$ cat config.mk
export PLATFORM = sky130hd
export DESIGN_NAME = fb_rect_fill
export DESIGN_NICKNAME = d
export VERILOG_FILES = /design/src/rtl/fb_pkg.sv /design/src/rtl/fb_rect_clip.sv /design/src/rtl/fb_rect_fill.sv
export SDC_FILE = /design/constraint.sdc
export NUM_CORES = 1
export LEC_CHECK = 0
export CAP_MARGIN = 20
export CORE_MARGIN = 2
export CORE_UTILIZATION = 36
export DETAILED_ROUTE_END_ITERATION = 8
export GPL_TIMING_DRIVEN = 0
export PLACE_DENSITY = 0.52
export SLEW_MARGIN = 20
export SYNTH_ARGS = -nofsm -noshare
export SYNTH_HDL_FRONTEND = slang
export SYNTH_SLANG_ARGS = --single-unit
export TNS_END_PERCENT = 10
$ cat constraint.sdc
create_clock -name clock -period 7.08 [get_ports clock]
set_input_delay 1.77 -clock clock [delete_from_list [all_inputs] [get_ports clock]]
set_output_delay 1.77 -clock clock [all_outputs]
set_load 0.01 [all_outputs]
$ cat src/rtl/fb_pkg.sv
// Shared framebuffer geometry, pixel format and fill-engine state encoding.
package fb_pkg;

  localparam int unsigned FB_W      = 320;
  localparam int unsigned FB_H      = 240;
  localparam int unsigned FB_ADDR_W = 17;
  localparam int unsigned PIXEL_W   = 12;

  typedef logic [FB_ADDR_W-1:0] fb_addr_t;
  typedef logic [PIXEL_W-1:0]   fb_pixel_t;

  typedef enum logic [1:0] {
    ST_IDLE  = 2'd0,
    ST_SETUP = 2'd1,
    ST_FILL  = 2'd2,
    ST_DONE  = 2'd3
  } fb_fill_state_e;

  // y*w without a multiplier for the native 320-pixel width (256+64).
  function automatic fb_addr_t row_offset(input fb_addr_t y, input int unsigned w);
    if (w == 320) return (y << 8) + (y << 6);
    return y * fb_addr_t'(w);
  endfunction

endpackage

$ cat src/rtl/fb_rect_clip.sv
// Combinational rectangle clip, range check and starting address for fb_rect_fill.
module fb_rect_clip
  import fb_pkg::*;
#(
  parameter int unsigned FB_W = fb_pkg::FB_W,
  parameter int unsigned FB_H = fb_pkg::FB_H
) (
  input  logic [8:0] x0,
  input  logic [7:0] y0,
  input  logic [8:0] width,
  input  logic [7:0] height,
  output fb_addr_t   xe,
  output fb_addr_t   ye,
  output fb_addr_t   row_base,
  output logic       skip,
  output logic       oob
);

  localparam fb_addr_t W_L = fb_addr_t'(FB_W);
  localparam fb_addr_t H_L = fb_addr_t'(FB_H);

  fb_addr_t x_l;
  fb_addr_t y_l;
  fb_addr_t x_end;
  fb_addr_t y_end;

  always_comb begin
    x_l      = fb_addr_t'(x0);
    y_l      = fb_addr_t'(y0);
    x_end    = x_l + fb_addr_t'(width);
    y_end    = y_l + fb_addr_t'(height);
    xe       = (x_end > W_L) ? W_L : x_end;
    ye       = (y_end > H_L) ? H_L : y_end;
    oob      = (x_l >= W_L) || (y_l >= H_L);
    skip     = oob || (width == '0) || (height == '0);
    row_base = row_offset(y_l, FB_W) + x_l;
  end

endmodule

$ cat src/rtl/fb_rect_fill.sv
// Rectangle fill engine: writes one clipped pixel per cycle to framebuffer port A.
// Optional macro FB_FILL_VBLANK_GATE_EN restricts writes to vertical blank.
module fb_rect_fill
  import fb_pkg::*;
#(
  parameter int unsigned FB_W = fb_pkg::FB_W,
  parameter int unsigned FB_H = fb_pkg::FB_H
) (
  input  logic        clock,
  input  logic        reset,
  input  logic        start,
  input  logic [8:0]  x0,
  input  logic [7:0]  y0,
  input  logic [8:0]  width,
  input  logic [7:0]  height,
  input  logic [11:0] color,
  input  logic        vblank,
  output logic        fb_we,
  output logic [16:0] fb_addr,
  output logic [11:0] fb_wdata,
  output logic        busy,
  output logic        done,
  output logic        err
);

  fb_fill_state_e state_q, state_d;
  logic [8:0]  x0_q, x0_d;
  logic [7:0]  y0_q, y0_d;
  logic [8:0]  w_q, w_d;
  logic [7:0]  h_q, h_d;
  fb_pixel_t   color_q, color_d;
  fb_addr_t    xe_q, xe_d;
  fb_addr_t    ye_q, ye_d;
  fb_addr_t    row_base_q, row_base_d;
  fb_addr_t    col_off_q, col_off_d;
  fb_addr_t    row_q, row_d;
  logic        we_q, we_d;
  fb_addr_t    addr_q, addr_d;
  fb_pixel_t   wdata_q, wdata_d;
  logic        busy_q, busy_d;
  logic        done_q, done_d;
  logic        err_q, err_d;

  fb_addr_t    clip_xe;
  fb_addr_t    clip_ye;
  fb_addr_t    clip_row_base;
  logic        clip_skip;
  logic        clip_oob;
  logic        gate;
  logic        advance;
  logic        x_last;
  logic        y_last;

  fb_rect_clip #(
    .FB_W (FB_W),
    .FB_H (FB_H)
  ) u_clip (
    .x0       (x0_q),
    .y0       (y0_q),
    .width    (w_q),
    .height   (h_q),
    .xe       (clip_xe),
    .ye       (clip_ye),
    .row_base (clip_row_base),
    .skip     (clip_skip),
    .oob      (clip_oob)
  );

`ifdef FB_FILL_VBLANK_GATE_EN
  assign gate = vblank;
`else
  logic unused_vblank;
  assign gate          = 1'b1;
  assign unused_vblank = vblank;
`endif

  // Counters only move on a cycle whose write actually reached the framebuffer.
  assign advance = (state_q == ST_FILL) && we_q && gate;
  assign x_last  = (fb_addr_t'(x0_q) + col_off_q + fb_addr_t'(1)) == xe_q;
  assign y_last  = (row_q + fb_addr_t'(1)) == ye_q;

  always_comb begin
    state_d    = state_q;
    x0_d       = x0_q;
    y0_d       = y0_q;
    w_d        = w_q;
    h_d        = h_q;
    color_d    = color_q;
    xe_d       = xe_q;
    ye_d       = ye_q;
    row_base_d = row_base_q;
    col_off_d  = col_off_q;
    row_d      = row_q;
    we_d       = we_q;
    addr_d     = addr_q;
    wdata_d    = wdata_q;
    busy_d     = busy_q;
    done_d     = 1'b0;
    err_d      = 1'b0;

    case (state_q)
      ST_IDLE: begin
        if (start) begin
          x0_d    = x0;
          y0_d    = y0;
          w_d     = width;
          h_d     = height;
          color_d = color;
          busy_d  = 1'b1;
          state_d = ST_SETUP;
        end
      end
      ST_SETUP: begin
        if (clip_skip) begin
          done_d  = 1'b1;
          err_d   = clip_oob;
          busy_d  = 1'b0;
          state_d = ST_DONE;
        end else begin
          xe_d       = clip_xe;
          ye_d       = clip_ye;
          row_base_d = clip_row_base;
          col_off_d  = '0;
          row_d      = fb_addr_t'(y0_q);
          we_d       = 1'b1;
          addr_d     = clip_row_base;
          wdata_d    = color_q;
          state_d    = ST_FILL;
        end
      end
      ST_FILL: begin
        if (advance) begin
          if (x_last && y_last) begin
            we_d    = 1'b0;
            done_d  = 1'b1;
            busy_d  = 1'b0;
            state_d = ST_DONE;
          end else if (x_last) begin
            col_off_d  = '0;
            row_base_d = row_base_q + fb_addr_t'(FB_W);
            row_d      = row_q + fb_addr_t'(1);
            addr_d     = row_base_q + fb_addr_t'(FB_W);
          end else begin
            col_off_d = col_off_q + fb_addr_t'(1);
            addr_d    = addr_q + fb_addr_t'(1);
          end
        end
      end
      ST_DONE: begin
        state_d = ST_IDLE;
      end
      default: state_d = ST_IDLE;
    endcase
  end

  always_ff @(posedge clock) begin
    if (reset) begin
      state_q    <= ST_IDLE;
      x0_q       <= '0;
      y0_q       <= '0;
      w_q        <= '0;
      h_q        <= '0;
      color_q    <= '0;
      xe_q       <= '0;
      ye_q       <= '0;
      row_base_q <= '0;
      col_off_q  <= '0;
      row_q      <= '0;
      we_q       <= 1'b0;
      addr_q     <= '0;
      wdata_q    <= '0;
      busy_q     <= 1'b0;
      done_q     <= 1'b0;
      err_q      <= 1'b0;
    end else begin
      state_q    <= state_d;
      x0_q       <= x0_d;
      y0_q       <= y0_d;
      w_q        <= w_d;
      h_q        <= h_d;
      color_q    <= color_d;
      xe_q       <= xe_d;
      ye_q       <= ye_d;
      row_base_q <= row_base_d;
      col_off_q  <= col_off_d;
      row_q      <= row_d;
      we_q       <= we_d;
      addr_q     <= addr_d;
      wdata_q    <= wdata_d;
      busy_q     <= busy_d;
      done_q     <= done_d;
      err_q      <= err_d;
    end
  end

  assign fb_we    = we_q && gate;
  assign fb_addr  = addr_q;
  assign fb_wdata = wdata_q;
  assign busy     = busy_q;
  assign done     = done_q;
  assign err      = err_q;

endmodule

# Word-level counts from Yosys, hierarchy flattened
# Index checks and enable logic that the tools add are counted.
# W data, S select, Z words.
[totals] reg_bits=166 latch_bits=0 mem_bits_rw=0 romBits=0 inputBits=50 out_inout_bits=33 word_cells=100 n_memories=0
[op_classes] addsub=10 n_mul=0 div_mod_pow=0 magnitude_cmp=4 n_eq_ne=12 n_shift=0 muxes=37 bitwise=2 n_reduce_logical=18
[ops] cell="$mux W17" count=17
[ops] cell="$pmux W17 S2" count=4
[ops] cell="$add A17 B1 Y17 const B" count=4
[ops] cell="$eq A17 B17 Y1" count=2
[ops] cell="$add A16 B14 Y17" count=1
[ops] cell="$add A17 B9 Y17" count=1
[ops] cell="$add A17 B9 Y17 const B" count=1
[ops] cell="$add A9 B17 Y17" count=1
[ops] cell="$gt A17 B8 Y1 const B" count=1
[ops] cell="$gt A17 B9 Y1 const B" count=1
[ops] cell="$ne A2 B2 Y1 const B" count=6
[ops] cell="$add A9 B9 Y10" count=1
[ops] cell="$reduce_and A5 Y1" count=2
[ops] cell="$add A8 B8 Y9" count=1
[ops] cell="$ge A9 B9 Y1 const B" count=1
[ops] cell="$logic_not A9 Y1" count=1
[ops] cell="$mux W1" count=9
[ops] cell="$ge A8 B8 Y1 const B" count=1
[ops] cell="$logic_not A8 Y1" count=1
[ops] cell="$pmux W2 S4" count=1
[ops] cell="$reduce_and A4 Y1" count=2
[ops] cell="$mux W2" count=3
[ops] cell="$eq A2 B2 Y1 const B" count=2
[ops] cell="$pmux W1 S2" count=2
[ops] cell="12 further kinds" count=17

# Logic depth before layout (Yosys ltp)
# Gate-level depths: netlist of run 1.
[depth] depth_word=7 depth_mapped=15 depth_no_buf=13

# Hierarchy
# A second synthesis of run 1 with hierarchy kept.
[hier_totals] cells_unflattened=1377 area_unflattened_um2=10720.3
[modules_own_cells] mod="fb_rect_fill" n_inst=1 cells_each=1168 area_per_inst_um2=9122.5 seq_area_each_um2=3323.2
[modules_own_cells] mod="fb_rect_clip" n_inst=1 cells_each=209 area_per_inst_um2=1597.8 seq_area_each_um2=0.0

# Worst setup path before layout of run 1
# OpenSTA, ideal clock, no wires.
[synth_path] path_kind="register to register" startpoint="reg col_off_q[0]" endpoint="reg row_q[13]" setup_time_ns=0.095 arrival_time_ns=3.005 required_ns=6.985 slack_ns=3.979 path_stages_with_launch=14 n_path_buf=0 synth_period_minus_slack_ns=3.101 path_cell_list="dfxtp_1 inv_1 ha_1 inv_1 fa_1 a21o_1 a211oi_1 o211ai_1 a211oi_1 o2111a_1 nand3b_1 or3_1 or4_1 o311ai_1"
[synth_via] elab_chain_len=6 elab_cells_between_ends=7 classes_between="add/sub: 2; eq/ne: 3; reduce/logical: 2"
[synth_rtl] element="start: declaration" line="fb_rect_fill.sv:35" rtl="fb_addr_t col_off_q, col_off_d;"
[synth_rtl] element="start signal: assignment" line="fb_rect_fill.sv:185" rtl="col_off_q <= col_off_d;"
[synth_rtl] element="$add A9 B17 Y17 (*)" line="fb_rect_fill.sv:79" rtl="assign x_last = (fb_addr_t'(x0_q) + col_off_q + fb_addr_t'(1)) == xe_q;"
[synth_rtl] element="$add A17 B1 Y17 (*)" line="fb_rect_fill.sv:79"
[synth_rtl] element="$eq A17 B17 Y1 (*)" line="fb_rect_fill.sv:79"
[synth_rtl] element="$logic_and A1 B1 Y1" line="fb_rect_fill.sv:133" rtl="if (x_last && y_last) begin"
[synth_rtl] element="$ne A2 B2 Y1 (no line)"
[synth_rtl] element="$reduce_and A5 Y1 (no line) (*)"
[synth_rtl] element="end signal: assignment" line="fb_rect_fill.sv:186" rtl="row_q <= row_d;"
[synth_rtl] element="end: declaration" line="fb_rect_fill.sv:36" rtl="fb_addr_t row_q, row_d;"
# Every way passes the cells marked *; elsewhere a longest branch is shown, timed or not.
# A chain may end at the register's enable or synchronous reset.

# Worst setup path in the final report of run 1
[layout_path] startpoint="reg x0_q[0]" endpoint="reg addr_q[0], in the netlist fb_addr[0]"
[layout_via] elab_chain_len=7 elab_cells_between_ends=17 classes_between="add/sub: 3; order compare: 1; eq/ne: 3; mux: 5; reduce/logical: 5"
[layout_rtl] element="start: declaration" line="fb_rect_fill.sv:27" rtl="logic [8:0] x0_q, x0_d;"
[layout_rtl] element="start signal: assignment" line="fb_rect_fill.sv:159" rtl="x0_q <= '0;"
[layout_rtl] element="start signal: assignment" line="fb_rect_fill.sv:177" rtl="x0_q <= x0_d;"
[layout_rtl] element="$add A9 B17 Y17" line="fb_rect_fill.sv:79"
[layout_rtl] element="$add A17 B1 Y17" line="fb_rect_fill.sv:79"
[layout_rtl] element="$eq A17 B17 Y1" line="fb_rect_fill.sv:79"
[layout_rtl] element="$mux W17" line="fb_rect_fill.sv:138" rtl="end else if (x_last) begin"
[layout_rtl] element="$mux W17" line="fb_rect_fill.sv:133"
[layout_rtl] element="$mux W17" line="fb_rect_fill.sv:132" rtl="if (advance) begin"
[layout_rtl] element="$pmux W17 S2" line="fb_rect_fill.sv:101" rtl="case (state_q)"
[layout_rtl] element="end signal: assignment" line="fb_rect_fill.sv:188" rtl="addr_q <= addr_d;"
[layout_rtl] element="end: declaration" line="fb_rect_fill.sv:38" rtl="fb_addr_t addr_q, addr_d;"
# Several ways; a longest one is shown, not always the timed one. The select of a mux whose other input is x is not followed.

==> impl_results.md, run 1 <==
- Status: complete, no violations
- Final critical-path required period: 4220 ps
- Critical path required time: 7390 ps
- Post-CTS Resized: 0
- Max_slew headroom: 42.9%
- Post-route cell area: 11000 µm²
- Top Ports: 83
- Hold WC Path Type: flip-flop to flip-flop
- Most common cell in the synthesized netlist: nand2_1
- Synth top area share: 33.0%
- Post-DRT Antenna Nets: 0
- Nets@finish: 1376
- Initial core utilization: 36.5%
- RSZ-0062 raised after global routing: false
- DR WL/cell: 19.3 µm
- GPL Wtd Cong: 0.923
- # Post-CTS Setup Buffers: 0
- Most frequent cells after synthesis: 203 x nand2_1, 151 x dfxtp_1, 123 x a21oi_1
- Combinational family with the most area after synthesis: simple AND/OR/NAND/NOR gates
- Area Growth Syn to Fin: 20.3%
- Mapped Nets: 1276
- Worst path slowest cell: a2111oi_0
- Initial antenna violation count: 0
- Clk_skew: 20.1 ps
- Post-Synth XOR/XNOR Area: 6.12%
- Reg2Reg Depth: 13
- Crit path to: fb_addr[0]$_SDFFE_PP0P_
- Vias: 8937
- Compound-Gate Fraction of Synth Area: 23.3%
- Post-synthesis cell area: 9150 µm²
- Number of global-route vias before repair: 8385
- Core area: 25100 µm²
- Max VDD drop: 0.166 mV
- Setup Crit Path Kind: flip-flop to flip-flop
- Mean Syn Cell Area: 7.82 µm²
- Post-synthesis mux area share: 0.547%
- Die H: 163 µm
- Synth unique cells: 73
- DP HPWL: 23900 µm
- Clk root buf: clkbuf_16
- CTS tree: built
- Die X-Extent: 163 µm
- Hold Buf Count CTS: 0
- Share of cells above drive strength 1: 5.53%
- Primary FF master, synth: dfxtp_1
- EDFF count, synth: 0
- Final setup TNS: 0 ps
- Post-Synth Adder-Cell Area: 7.93%
- Initial DRC Count: 688
- Die Footprint: 26700 µm²
- Sequential element share of the synthesized area: 33.0%
- Diodes inserted: 0
- Post-Synth Simple-Gate Area: 24.1%
- Synth area leader: dfxtp_1
- Max clock buf depth: 2
- Gr usage total: 23.6%
- Max-cap violations: 0
- Setup crit start: x0_q[0]$_SDFFE_PP0P_
- Crit path max fanout: 10
- Achievable clock frequency: 0.237 GHz
- CP endpoint kind: flip-flop
- Slew @ Worst Pin: 846 ps
- Synth async-reset ratio: 0%
- Register bit total from synthesis: 151
- Crit-path max cell delay: 490 ps
- Core Util, Final: 43.8%
- DRC: 0
- R2r setup slk: 2860 ps
- Static Leak: 4.18 nW
- Startpoint Class: flip-flop
- Drt total wl: 31100 µm
- Global route overflow: 0
- H-tree depth: 4
- Port Buffers: 81
- Max-slew violation count: 0
- Sink Count: 151
- R2R Path Start: x0_q[0]$_SDFFE_PP0P_
- Site Rows: 58
- Syn Inst Count: 1171
- Worst-path clk slew: 80 ps
- 1st-pass router iterations: 5
- Worst Path Arrival: 4530 ps
- DR vias/cell: 5.54
- Final hold vios: 0
- Final Power: 3.78 mW
- CP Cell Sequence: inv_1 -> ha_1 -> inv_1 -> fa_1 -> nand3_1 -> a211oi_1 -> o2111ai_1 -> a211oi_1 -> o2111a_1 -> nand2_1 -> clkbuf_1 -> a2111oi_0 -> nor3_1
- First-pass GRT wire length: 47900 µm
- Synth top area cells: dfxtp_1 33%, nand2_1 8.3%, ha_1 6.8%
- Reg2reg end: fb_addr[0]$_SDFFE_PP0P_
- # setup viols final: 0
- PD cells: 343 nW/µm²
- Period utilisation layout: 59.6%
- DP Area: 10400 µm²
- Clk_lat worst skew: 440 ps
- Yosys Warn Count: 0
- Num CTS Buffers: 17
- Largest net degree at the start of global routing: 20
-- through the flow --
stage	setup WS, ps	instances	hold WS, ps
2_1_floorplan	3980	1171	432
3_3_place_gp	2600	1582	439
3_5_place_dp	2660	1582	442
4_1_cts	2840	1614	455
5_1_grt	2280	1614	471
6_report	2860	1614	451
-- area by class of cell --
type	instances	area [µm²]
clock inverter	15	206
clock buffer	17	425
buffer	69	312
fill	2665	14100
inverter	40	150
tap	330	413
multi-input combinational	911	5670
sequential	151	3020
timing repair buffer	81	811
-- cells by family (layout without fill, tap and decap cells) --
family | count (synthesis) | in the layout
muxes | 5 | 5
DFF | 151 | 151
xor gates and xnor gates | 64 | 64
adders and majority gates | 55 | 55
buffers and inverters | 109 | 222
and+or+nand+nor | 457 | 457
AOI/OAI and AO/OA | 330 | 330
-- power breakdown --
part / switching (mW) / internal, mW / leakage (nW)
registers: 0.209 / 1.01 / 1.23
logic: 1.01 / 0.598 / 2.65
clock network: 0.460 / 0.485 / 0.303
total: 1.68 / 2.09 / 4.18
-- layer usage --
metal | track usage, % | vias up | wire length, µm
met5 | 0 | - | 0
met4 | 6.46 | 0 | 647
met2 | 37.8 | 296 | 13700
met1 | 32.2 | 4176 | 14500
li1 | - | 4421 | -
met3 | 5.05 | 44 | 2220
-- flip-flops by register name, summed over array words and instances, names as in the netlist, 9 cells and up --
signal,cells
col_off_q,17
color_q,12
fb_addr,17
fb_wdata,12
row_base_q,17
row_q,17
w_q,9
x0_q,9
xe_q,10
ye_q,9
-- critical path: cells and delay by family, from the launching register on --
family                   cells  cell delay, ps
adder cells (fa/ha/maj)      2             460
buffers and inverters        3             680
AND/OR/NAND/NOR              3             630
AO/OA/AOI/OAI                5            1910
flip-flops                   1             420
-- how the worst min path moves through the flow --
stage | from | end | slack [ps] | cells after the start
floorplan | color_q[0]$_SDFFE_PP0P_ | fb_wdata[0]$_SDFFE_PP0P_ | 430 | 2
global placement | color_q[11]$_SDFFE_PP0P_ | fb_wdata[11]$_SDFFE_PP0P_ | 440 | 2
detailed placement | color_q[5]$_SDFFE_PP0P_ | fb_wdata[5]$_SDFFE_PP0P_ | 440 | 2
CTS | color_q[11]$_SDFFE_PP0P_ | fb_wdata[11]$_SDFFE_PP0P_ | 450 | 2
global route | color_q[5]$_SDFFE_PP0P_ | fb_wdata[5]$_SDFFE_PP0P_ | 470 | 2
finish | color_q[1]$_SDFFE_PP0P_ | fb_wdata[1]$_SDFFE_PP0P_ | 450 | 2
-- layout by cell type, fill, tap and decap left out, types with 12 or more instances in the layout --
cell type        instances
clkbuf_1                43
and3_1                  25
a31oi_1                 15
nand4_1                 16
a21oi_1                123
or3_1                   12
a21o_1                  12
clkbuf_16               17
a211oi_1                15
o211ai_1                24
buf_2                   12
xnor2_1                 38
nor2_1                  58
o21ai_0                 44
o21a_1                  15
clkdlybuf4s50_1         81
xor2_1                  26
nand2_1                203
inv_1                   39
dfxtp_1                151
nand3_1                 48
nor3_1                  37
ha_1                    50
Note: power is estimated with default switching activity, not from simulation.
==> inputs of run 2 (changes only) <==
- PLACE_DENSITY: 0.52 -> 0.54
- clock period: 7.08 -> 3.6 ns (I/O delays scaled with it)
==> run 2 against run 1 <==
First-iteration DRC count grew 6.4%. Cell area grew 2.2%. Sequential share of layout area shrank 0.47 points. Combinational power grew 100%. Total power grew 100%. Clock-buffer cell count is the same. Non-clock buffer count grew 7. Clock skew shrank 4.1 ps. Setup slack lost 2700 ps. Final cell count grew 0.43%. Critical path depth grew 2. Critical path type unchanged. Largest cell class unchanged.
==> impl_results.md, run 2 (synthesis results as in run 1) <==
- Status: complete, no violations
- Top Ports: 83 (unchanged)
- Gr usage total: 24.0% (+0.38 points)
- Clk root buf: clkbuf_16
- Met1 GRT Util: 33.2% (+0.98 points)
- Diodes inserted: 0 (unchanged)
- Area Growth Syn to Fin: 22.9%
- Worst path slowest cell: fa_1
- Final hold vios: 0 (unchanged)
- Max_slew headroom: 38.6% (-4.3 points)
- Core Util, Final: 44.8% (+0.97 points)
- Nets@finish: 1383 (+0.51%)
- Achievable clock frequency: 0.291 GHz (+23%)
- Worst-path clk slew: 80 ps (about the same)
- Clk_lat worst skew: 440 ps (about the same)
- Hold path startpoint: color_q[9]$_SDFFE_PP0P_
- DP HPWL: 23800 µm (-0.51%)
- Share of cells above drive strength 1: 8.99% (+3.5 points)
- Reg2reg end: fb_addr[14]$_SDFFE_PP0P_
- Initial core utilization: 36.5% (unchanged)
- Met3 usage: 4.70% (-0.36 points)
- Site Rows: 58 (unchanged)
- Max VDD drop: 0.326 mV (+96%)
- Final Power: 7.55 mW (+100%)
- Reg2Reg Depth: 15 (+2)
- Hold Slack: 455 ps (+3.40 ps)
- Global route overflow: 0 (unchanged)
- R2r setup slk: 170 ps (-2690 ps)
- Seq pwr share: 31.8% (-0.5 points)
- Number of global-route vias before repair: 8509 (+1.5%)
- Hold Buf Count CTS: 0 (unchanged)
- Setup Crit Path Kind: flip-flop to flip-flop
- CTS tree: built
- PD cells: 671 nW/µm² (+96%)
- Switching share of power: 44.4% (-0.15 points)
- Clk_skew: 16.0 ps (-4.13 ps)
- Worst Hold End: fb_wdata[9]$_SDFFE_PP0P_
- Die Footprint: 26700 µm² (unchanged)
- Commonest cells after routing, fill and taps aside: 201 x nand2_1, 142 x dfxtp_1, 122 x a21oi_1, 81 x clkdlybuf4s50_1, 58 x nor2_1
- Top Usage Layer GRT: met2
- DRC: 0 (unchanged)
- Gate power share: 43.5% (+0.8 points)
- Final critical-path required period: 3430 ps (-788 ps)
- Largest net degree at the start of global routing: 20 (unchanged)
- Worst Path Arrival: 3760 ps (-770 ps)
- Die X-Extent: 163 µm (unchanged)
- Crit path max fanout: 10 (unchanged)
- Vias: 9036 (+1.1%)
- Drt total wl: 31300 µm (+0.62%)
- Max-slew violation count: 0 (unchanged)
- Met2 GRT Util: 37.8% (+0.058 points)
- Port Buffers: 81 (unchanged)
- Sw power: 3.35 mW (+99%)
- Clk pwr share: 24.7% (-0.3 points)
- R2R Path Start: x0_q[0]$_SDFFE_PP0P_
- Crit-path max cell delay: 430 ps (-60 ps)
- GPL Wtd Cong: 0.949 (+2.9%)
- First-pass GRT wire length: 49100 µm (+2.5%)
- # setup viols final: 0 (unchanged)
- RSZ-0062 raised after global routing: true
- Power Internal: 4.20 mW (+100%)
- Static Leak: 4.28 nW (+2.2%)
- Core area: 25100 µm² (unchanged)
- Num CTS Buffers: 17 (unchanged)
- Startpoint Class: flip-flop
- Period utilisation layout: 95.4% (+36 points)
- Post-DRT Antenna Nets: 0 (unchanged)
- Commonest non-fill, non-tap cell in the layout: nand2_1
- Initial DRC Count: 732 (+6.4%)
- Max-cap violations: 0 (unchanged)
- CP Cell Sequence: inv_4 -> ha_4 -> inv_1 -> fa_1 -> xnor2_1 -> o211ai_1 -> nor4_2 -> o211a_1 -> o2111a_2 -> nand3b_1 -> buf_4 -> a21oi_4 -> buf_4 -> a21oi_1 -> o211a_1
- Fillers: 2618 (-1.8%)
- Critical path required time: 3930 ps (-3460 ps)
- Hold Path Cell Cnt: 2 (unchanged)
- H-tree depth: 4 (unchanged)
- Max clock buf depth: 2 (unchanged)
- Final setup TNS: 0 ps (unchanged)
- Die H: 163 µm (unchanged)
- DR WL/cell: 19.3 µm (+0.19%)
- Hold WC Path Type: flip-flop to flip-flop
- Slew @ Worst Pin: 921 ps (+75.0 ps)
- Sink Count: 151 (unchanged)
- CP endpoint kind: flip-flop
- Initial antenna violation count: 0 (unchanged)
- DR vias/cell: 5.57 (+0.67%)
- 1st-pass router iterations: 5 (unchanged)
run 2: changes by cell type in the layout (fill, tap and decap cells not counted), moves of 6 or more:
| cell | previous run | this run |
|---|---|---|
| clkbuf_1 | 43 | 37 |
| dfxtp_2 | 0 | 8 |
| dfxtp_1 | 151 | 142 |
| buf_4 | 1 | 9 |
run 2: per-stage QoR:
step / setup slack [ps] / std cells / instance area [µm²]
CTS: 9.17 / 1617 / 11100
global route: -46.8 / 1621 / 11300
finish: 166 / 1621 / 11300
detailed placement: -689 / 1582 / 10400
floorplan: 499 / 1171 / 9150
global placement: -719 / 1582 / 10400
run 2: timing repair:
action,in CTS,in global routing
pin swaps,4,14
endpoints found under the setup margin,67,65
buffers inserted,3,4
gates resized for setup,23,36
run 2: area by class of cell:
class                      count  area [µm²]  area share (%)
buffer                        69         344            3.06
clock buffer                  17         425            3.78
clock inverter                15         199            1.77
inverter                      40         153            1.36
multi-input combinational    911        5810            51.6
sequential                   151        3040            27.0
tap                          330         413            3.67
timing repair buffer          88         876            7.78
run 2: power groups by stage:
stage | combinational [mW] | clock, mW | sequential [mW]
after global routing | 3.61 | 1.97 | 2.44
final | 3.28 | 1.87 | 2.40
after detailed placement | 3.13 | 0 | 2.42
after CTS | 3.18 | 1.90 | 2.39
after floorplan | 2.03 | 0 | 2.32
after global placement | 3.12 | 0 | 2.42
run 2: worst max path at each step:
stage | to | slack (ps) | from
floorplan | row_q[13]$_SDFFE_PP0P_ | 500 | col_off_q[0]$_SDFFE_PP0P_
global placement | fb_addr[13]$_SDFFE_PP0P_ | -720 | x0_q[0]$_SDFFE_PP0P_
detailed placement | row_q[10]$_SDFFE_PP0P_ | -690 | x0_q[0]$_SDFFE_PP0P_
CTS | col_off_q[11]$_SDFFE_PP0P_ | 9 | row_q[0]$_SDFFE_PP0P_
global route | row_q[0]$_SDFFE_PP0P_ | -50 | x0_q[4]$_SDFFE_PP0P_
finish | fb_addr[14]$_SDFFE_PP0P_ | 170 | x0_q[0]$_SDFFE_PP0P_
run 2: per-layer routing:
metal / vias to the layer above / share of wire, %
li1: 4446 / -
met4: 0 / 2.3
met3: 44 / 5.9
met1: 4281 / 48
met2: 265 / 44
met5: - / 0
run 2: worst max-delay path, delay by kind of cell, from the launching register on:
family	cells	cell delay (ps)
xor+xnor	1	180
compound gates	6	1090
buf+inv	4	560
simple gates	2	500
flops	1	390
fa+ha+maj	2	580
==> inputs of run 3 (changes only) <==
- PLACE_DENSITY: 0.54 -> 0.52
- clock period: 3.6 -> 3.75 ns (I/O delays scaled with it)
==> run 3 against run 2 <==
Non-clock buffer count decreased by 3. Critical path type unchanged. Worst hold slack got worse by 2.9 ps. Cell area decreased by 0.89%. Combinational power decreased by 5%. Die area unchanged. Via count decreased by 1.4%. Critical endpoint is now row_q[13]$_SDFFE_PP0P_. Global-route usage decreased by 0.37 points. Final cell count decreased by 0.19%. Sequential share of layout area increased by 0.15 points.
==> impl_results.md, run 3 (synthesis results as in run 1) <==
- Die Footprint: 26700 µm² (unchanged)
- First-pass GRT wire length: 47900 µm (-2.4%)
- Gate power share: 43.3% (-0.2 points)
- Core area: 25100 µm² (unchanged)
- Vias: 8906 (-1.4%)
- Max VDD drop: 0.315 mV (-3.6%)
- Clk_lat worst skew: 440 ps (about the same)
- Final critical-path required period: 3570 ps (+134 ps)
- CP endpoint kind: flip-flop
- Core Util, Final: 44.4% (-0.40 points)
- Number of global-route vias before repair: 8379 (-1.5%)
- Static Leak: 4.22 nW (-1.2%)
- Crit path max fanout: 4 (-6)
- Worst Path Arrival: 3900 ps (+140 ps)
- Sink Count: 151 (unchanged)
- Status: complete, no violations
- Initial DRC Count: 618 (-16%)
- PD cells: 647 nW/µm² (-3.5%)
- DP HPWL: 23900 µm (+0.51%)
- Seq pwr share: 31.9% (about the same)
- Clk pwr share: 24.8% (about the same)
- Slew @ Worst Pin: 885 ps (-36.3 ps)
- Fillers: 2651 (+1.3%)
- Site Rows: 58 (unchanged)
- Final Power: 7.22 mW (-4.4%)
- Period utilisation layout: 95.2% (-0.24 points)
- GPL Wtd Cong: 0.923 (-2.8%)
- # setup viols final: 0 (unchanged)
- Area Growth Syn to Fin: 21.8%
- DP Area: 10400 µm² (unchanged)
- Die X-Extent: 163 µm (unchanged)
- Initial core utilization: 36.5% (unchanged)
- Diodes inserted: 0 (unchanged)
- Achievable clock frequency: 0.280 GHz (-3.8%)
- Max clock buf depth: 2 (unchanged)
- Share of cells above drive strength 1: 7.45% (-1.5 points)
- Placed insts: 1582 (unchanged)
- Startpoint Class: flip-flop
- Power Internal: 4.00 mW (-4.7%)
- DR vias/cell: 5.50 (-1.3%)
- DRC: 0 (unchanged)
- Initial antenna violation count: 0 (unchanged)
- Port Buffers: 81 (unchanged)
- Top Ports: 83 (unchanged)
- Nets@finish: 1380 (-0.22%)
- CTS tree: built
- Final setup TNS: 0 ps (unchanged)
- Global route overflow: 0 (unchanged)
- Commonest non-fill, non-tap cell in the layout: nand2_1
- DR WL/cell: 19.3 µm (+0.15%)
- Max-slew violation count: 0 (unchanged)
- Post-Layout Cell Count: 1618 (-0.19%)
- H-tree depth: 4 (unchanged)
- Worst-path clk slew: 80 ps (about the same)
- Largest net degree at the start of global routing: 20 (unchanged)
- Commonest cells after routing, fill and taps aside: 202 x nand2_1, 148 x dfxtp_1, 122 x a21oi_1, 81 x clkdlybuf4s50_1, 58 x nor2_1
- Clk_skew: 20.6 ps (+4.62 ps)
- Drt total wl: 31300 µm (about the same)
- Max_slew headroom: 40.2% (+1.6 points)
- Critical path required time: 4090 ps (+160 ps)
- Final hold vios: 0 (unchanged)
- Post-DRT Antenna Nets: 0 (unchanged)
- 1st-pass router iterations: 5 (unchanged)
- Sw power: 3.22 mW (-4.0%)
- Max-cap violations: 0 (unchanged)
- Clk root buf: clkbuf_16
- Switching share of power: 44.6% (+0.20 points)
- Setup Crit Path Kind: flip-flop to flip-flop
- Die H: 163 µm (unchanged)
- Num CTS Buffers: 17 (unchanged)
- Gr usage total: 23.6% (-0.37 points)
- Hold WC Path Type: flip-flop to flip-flop
- Post-route cell area: 11200 µm² (-0.89%)
run 3: changes by cell type in the layout (fill, tap and decap cells not counted), sizes merged:
| cell | before | now |
|---|---|---|
| clkinv | 8 | 10 |
| inv | 47 | 45 |
| clkbuf | 61 | 60 |
| buf | 32 | 30 |
run 3: stage by stage:
stage | setup slack [ps] | hold WS (ps)
floorplan | 649 | 432
global placement | -414 | 439
detailed placement | -466 | 442
CTS | -0.276 | 455
global route | -18.4 | 471
finish | 182 | 452
run 3: per-layer routing:
| metal | track usage, % | routed length, µm |
|---|---|---|
| met1 | 32.2 | 14700 |
| met2 | 37.6 | 13700 |
| met3 | 5.05 | 2160 |
| met4 | 6.78 | 734 |
| met5 | 0 | 0 |
run 3: final timing paths:
kind	to	slack (ps)	start	cells past startpoint
setup reg to reg	row_q[13]$_SDFFE_PP0P_	180	x0_q[0]$_SDFFE_PP0P_	13
setup / recovery	row_q[13]$_SDFFE_PP0P_	180	x0_q[0]$_SDFFE_PP0P_	13
hold / removal	fb_wdata[1]$_SDFFE_PP0P_	450	color_q[1]$_SDFFE_PP0P_	2
hold reg to reg	fb_wdata[1]$_SDFFE_PP0P_	450	color_q[1]$_SDFFE_PP0P_	2
run 3: what timing repair did:
action                                  CTS  global route
resized for setup                        16            21
buffers inserted                          2             2
pin swaps                                 1             4
hold buffers                              0             0
endpoints found under the setup margin   64            65
run 3: final cells by class:
class | instances | area (µm²) | share of cell area, %
Multi-Input combinational cell | 911 | 5760 | 51.7
Sequential cell | 151 | 3030 | 27.1
Timing Repair Buffer | 85 | 841 | 7.54
Clock buffer | 17 | 425 | 3.81
Tap cell | 330 | 413 | 3.70
Buffer | 69 | 329 | 2.95
Clock inverter | 15 | 206 | 1.85
Inverter | 40 | 150 | 1.35
run 3: critical path, cell delays in order (launching register included):
cell and delay (ps):
dfxtp_2 350, inv_1 130, ha_1 210, inv_1 60, fa_1 430, a21o_1 250
a211oi_2 240, o211ai_1 150, a211oi_2 270, o2111a_2 330, nand3b_1 160, or3_1 350
or4_1 470, o311ai_1 80
run 3: power by group through the flow:
stage	combinational (mW)	sequential [mW]	clock (mW)
4_1_cts	3.06	2.30	1.82
5_1_grt	3.42	2.34	1.88
3_3_place_gp	3.01	2.33	0
6_report	3.13	2.30	1.79
2_1_floorplan	1.95	2.22	0
3_5_place_dp	3.02	2.33	0
==> RTL change 1, RTL diff (settings of run 2) <==
`x0_q`, `y0_q`, `w_q` and `h_q` no longer have a reset.
--- a/src/rtl/fb_rect_fill.sv
+++ b/src/rtl/fb_rect_fill.sv
@@ -158,6 +158,2 @@
       state_q    <= ST_IDLE;
-      x0_q       <= '0;
-      y0_q       <= '0;
-      w_q        <= '0;
-      h_q        <= '0;
       color_q    <= '0;
@@ -176,6 +172,2 @@
       state_q    <= state_d;
-      x0_q       <= x0_d;
-      y0_q       <= y0_d;
-      w_q        <= w_d;
-      h_q        <= h_d;
       color_q    <= color_d;
@@ -195,2 +187,9 @@
 
+  always_ff @(posedge clock) begin
+    x0_q <= x0_d;
+    y0_q <= y0_d;
+    w_q  <= w_d;
+    h_q  <= h_d;
+  end
+
   assign fb_we    = we_q && gate;
Formal check against the unedited RTL: no difference found for any inputs over 4 cycles, from zero or initial values and one cycle with reset high; that may be too few to reach the edited logic, so the function may still have changed.
==> RTL change 1 against run 2 <==
The flow now finishes with violations (setup timing). Global-route usage down 2.5 points. Setup slack worse by 180 ps. Routed wire length down 10%. Non-clock buffer count down 6. Sequential cell count unchanged. Hold slack worse by 2.8 ps. Total power up 3.0%. Area after synthesis down 1.0%. Cell area up 0.50%. Critical path type unchanged. Largest cell class unchanged. Largest power group unchanged.
==> RTL change 1: results (changes against run 2) <==
[sta]
fin_setup_tns_ps = -10.7  ; -10.7 ps
slew_headroom_pct = 42.5  ; +3.9 points
finClkSkew_ps = 9.28  ; -6.68 ps
setup_viol = 1  ; +1
fin_ws_ps = -10.7  ; -177 ps

[clock_network]
cts_root_buf = clkbuf_16
clkLatencyLatePin_ps = 420  ; -20 ps

[global_routing]
grt_use_total_pct = 21.6  ; -2.5 points
met3_usage_pct = 4.20  ; -0.50 points
use_met1_pct = 31.6  ; -1.6 points
grt_max_degree = 24  ; +20%
antenna_found_initial = 0  ; unchanged
grt_pass1_vias = 7773  ; -8.6%
use_met2_pct = 32.9  ; -5.0 points
grt_pass1_wl_mm = 44.2  ; -10%

[routing]
met1_length_mm = 13.9  ; -7.3%
viasPerCell = 5.46  ; -2.1%
route.met3.wl_mm = 1.56  ; -16%
drtIter0Drc = 578  ; -21%
dr.pass1.iters = 4  ; -1
wire_per_inst_um = 18.9  ; -2.3%
met2_length_mm = 12.3  ; -10%
finalWirelength_mm = 28.1  ; -10%

[critical_path]
crit_end = col_off_q[13]
critPathSlowestCell = edfxtp_1
crit_start = x0_q[8]
cp_max_fo = 9  ; -1
crit_arrival_ps = 3980  ; +220 ps

[synth]
syn_inst = 1037  ; -11%
synth_edf_count = 34  ; +34
synth_fa_ha_area_share_pct = 7.73  ; -0.20 points
synth_xor_area_share_pct = 5.95  ; -0.17 points
synth_cell_types = 87  ; +19%
synth_area_leaders = dfxtp_1 (26%), edfxtp_1 (11%), ha_1 (6.6%)
syn_nets = 1140  ; -11%
synthMuxAreaShare_pct = 0.884  ; +0.34 points
synth-compound-area-share_pct = 23.2  ; -0.052 points
synth_common_cells = nand2_1 (134), dfxtp_1 (117), a21oi_1 (107)
yosysSeqAreaShare_pct = 37.1  ; +4.1 points

[layout]
antenna_cells = 0  ; unchanged
nets = 1252  ; -9.5%
drive_gt1_share_pct = 12.6  ; +3.6 points

[hold_path]
worstHoldStart = color_q[9]
hold-path-endpoint = fb_wdata[9]

[placed_design]
gp_congestion = 0.857  ; -9.7%
place_area_mm2 = 0.0103  ; -0.62%
dpl.hpwl_mm = 20.7  ; -13%
dp_cells = 1449  ; -8.4%
numPortBuffers = 81  ; unchanged

[power]
p_leak_nw = 4.17  ; -2.4%
p_sw_share_pct = 40.0  ; -4.4 points
vdd_drop_max_uv = 333  ; +1.9%

[outcome]
status = complete, but fails checks
violations = setup timing

[RTL change 1: cell count changes in the layout (fill, tap and decap cells not counted), sizes merged, moves of 11 or more]
cell,delta
dfxtp,-34
nand2,-69
o211ai,-18
a21oi,-15
clkbuf,-11
o21a,-11
nor2,-15
o21ai,+13
nor3,-15
edfxtp,+34
and3,-14
[RTL change 1: cells by family (layout without fill, tap and decap cells)]
logic type | count (synthesis) | in the layout
AO/OA/AOI/OAI | 317 | 317
XOR/XNOR | 60 | 60
adder cells (fa/ha/maj) | 53 | 53
buffers and inverters | 96 | 221
flip-flops | 151 | 151
multiplexers | 8 | 8
AND/OR/NAND/NOR | 352 | 352
[RTL change 1: stage by stage]
stage               hold slack (ps)  total power, mW  worst slack [ps]
floorplan                       432             4.50               366
CTS                             452             7.68             0.667
global placement                438             5.56              -435
finish                          452             7.78             -10.7
detailed placement              444             5.60              -453
global route                    471             8.26              -128
[RTL change 1: power by group through the flow]
stage	Combinational [mW]	Sequential, mW	Clock, mW
finish	3.33	2.50	1.94
global route	3.65	2.54	2.06
CTS	3.21	2.49	1.97
detailed placement	3.07	2.53	0
global placement	3.03	2.53	0
floorplan	2.09	2.42	0
[RTL change 1: layout make-up]
class                      instances  area [µm²]
clock inverter                    15         205
multi-input combinational        790        5400
clock buffer                      17         425
fill                            2486       13700
tap                              330         413
timing repair buffer              93         937
inverter                          38         143
buffer                            58         425
sequential                       151        3360
[RTL change 1: repair_timing]
item / 4_1_cts / 5_1_grt
pin swaps: 10 / 32
setup endpoints to repair: 67 / 67
buffers inserted: 5 / 6
resized for setup: 21 / 42
[RTL change 1: worst min-delay path, cell delays in order (launching register included)]
cell	delay, ps
dfxtp_1	310
nand2_1	50
a21oi_1	50
==> RTL change 2, RTL diff (settings of run 2) <==
Without the edit above. Add a define of `FB_FILL_VBLANK_GATE_EN`.
--- a/src/rtl/fb_rect_fill.sv
+++ b/src/rtl/fb_rect_fill.sv
@@ -2,2 +2,4 @@
 // Optional macro FB_FILL_VBLANK_GATE_EN restricts writes to vertical blank.
+`define FB_FILL_VBLANK_GATE_EN
+
 module fb_rect_fill
Behaviour: not the same (Yosys sat finds a counterexample within 4 cycles, from zero or initial values and one cycle with reset high).
==> RTL change 2 against run 2 <==
The flow now finishes with violations (setup timing). Cell area decreased by 0.66%. Area after synthesis decreased by 2.9%. Sequential cell count unchanged. Critical path depth decreased by 1. Routed wire length decreased by 8.6%. Total power increased by 3.3%. Setup slack got worse by 320 ps. First-iteration DRC count decreased by 16%. Largest power group unchanged.
==> RTL change 2: results (changes against run 2) <==
[outcome]
status = complete, but fails checks
violations = setup timing

[layout]
final_cells = 1570  ; -3.1%

[routing]
route.met3.wl_mm = 1.88  ; +1.0%
met2_length_mm = 12.9  ; -6.1%
met1_length_mm = 13.3  ; -11%
drtIter0Drc = 612  ; -16%

[synth]
syn_nets = 1220  ; -4.4%
syn_inst = 1115  ; -4.8%
synthMuxAreaShare_pct = 0.831  ; +0.28 points
synth_area_leaders = dfxtp_1 (34%), nand2_1 (8.0%), a21oi_1 (7.5%)
synth_common_cells = nand2_1 (190), dfxtp_1 (151), a21oi_1 (133)

[global_routing]
grt_max_degree = 17  ; -15%
use_met1_pct = 30.0  ; -3.2 points
use_met2_pct = 36.1  ; -1.7 points

[sta]
slew_headroom_pct = 38.7  ; +0.13 points
fin_setup_tns_ps = -2560  ; -2560 ps
fin_ws_ps = -149  ; -315 ps
setup_viol = 40  ; +40

[placed_design]
gp_congestion = 0.865  ; -8.8%
place_area_mm2 = 0.0101  ; -2.4%

[critical_path]
critPathSlowestCell = or4_4
cp_top_family = simple AND/OR/NAND/NOR gates
max_stage_delay_ps = 460  ; +30 ps
r2r_cells = 14  ; -1

[hold_path]
hold-path-endpoint = fb_wdata[5]

==> RTL change 2: changes by cell type after synthesis, sizes merged, moves of 7 or more <==
cell and delta:
inv -7, a21oi +9, o32ai -8, nor3b +9
o211ai -8, a31oi -7, a32o +10, nand3 -8
buf -7, nand2 -13, nor2 -10, o21ai +20
==> RTL change 2: power by group through the flow <==
stage               Sequential [mW]  Clock, mW  Combinational [mW]
detailed placement             2.45          0                3.07
floorplan                      2.33          0                2.07
global placement               2.44          0                3.06
finish                         2.42       1.93                3.45
CTS                            2.42       1.96                3.34
global route                   2.47       2.03                3.77
==> RTL change 2: cell type report <==
class / count / area (µm²)
Fill cell: 2489 / 13100
Multi-Input combinational cell: 872 / 5710
Sequential cell: 151 / 3040
Timing Repair Buffer: 101 / 992
Clock buffer: 20 / 467
Tap cell: 324 / 405
Buffer: 58 / 285
Clock inverter: 12 / 161
Inverter: 32 / 125
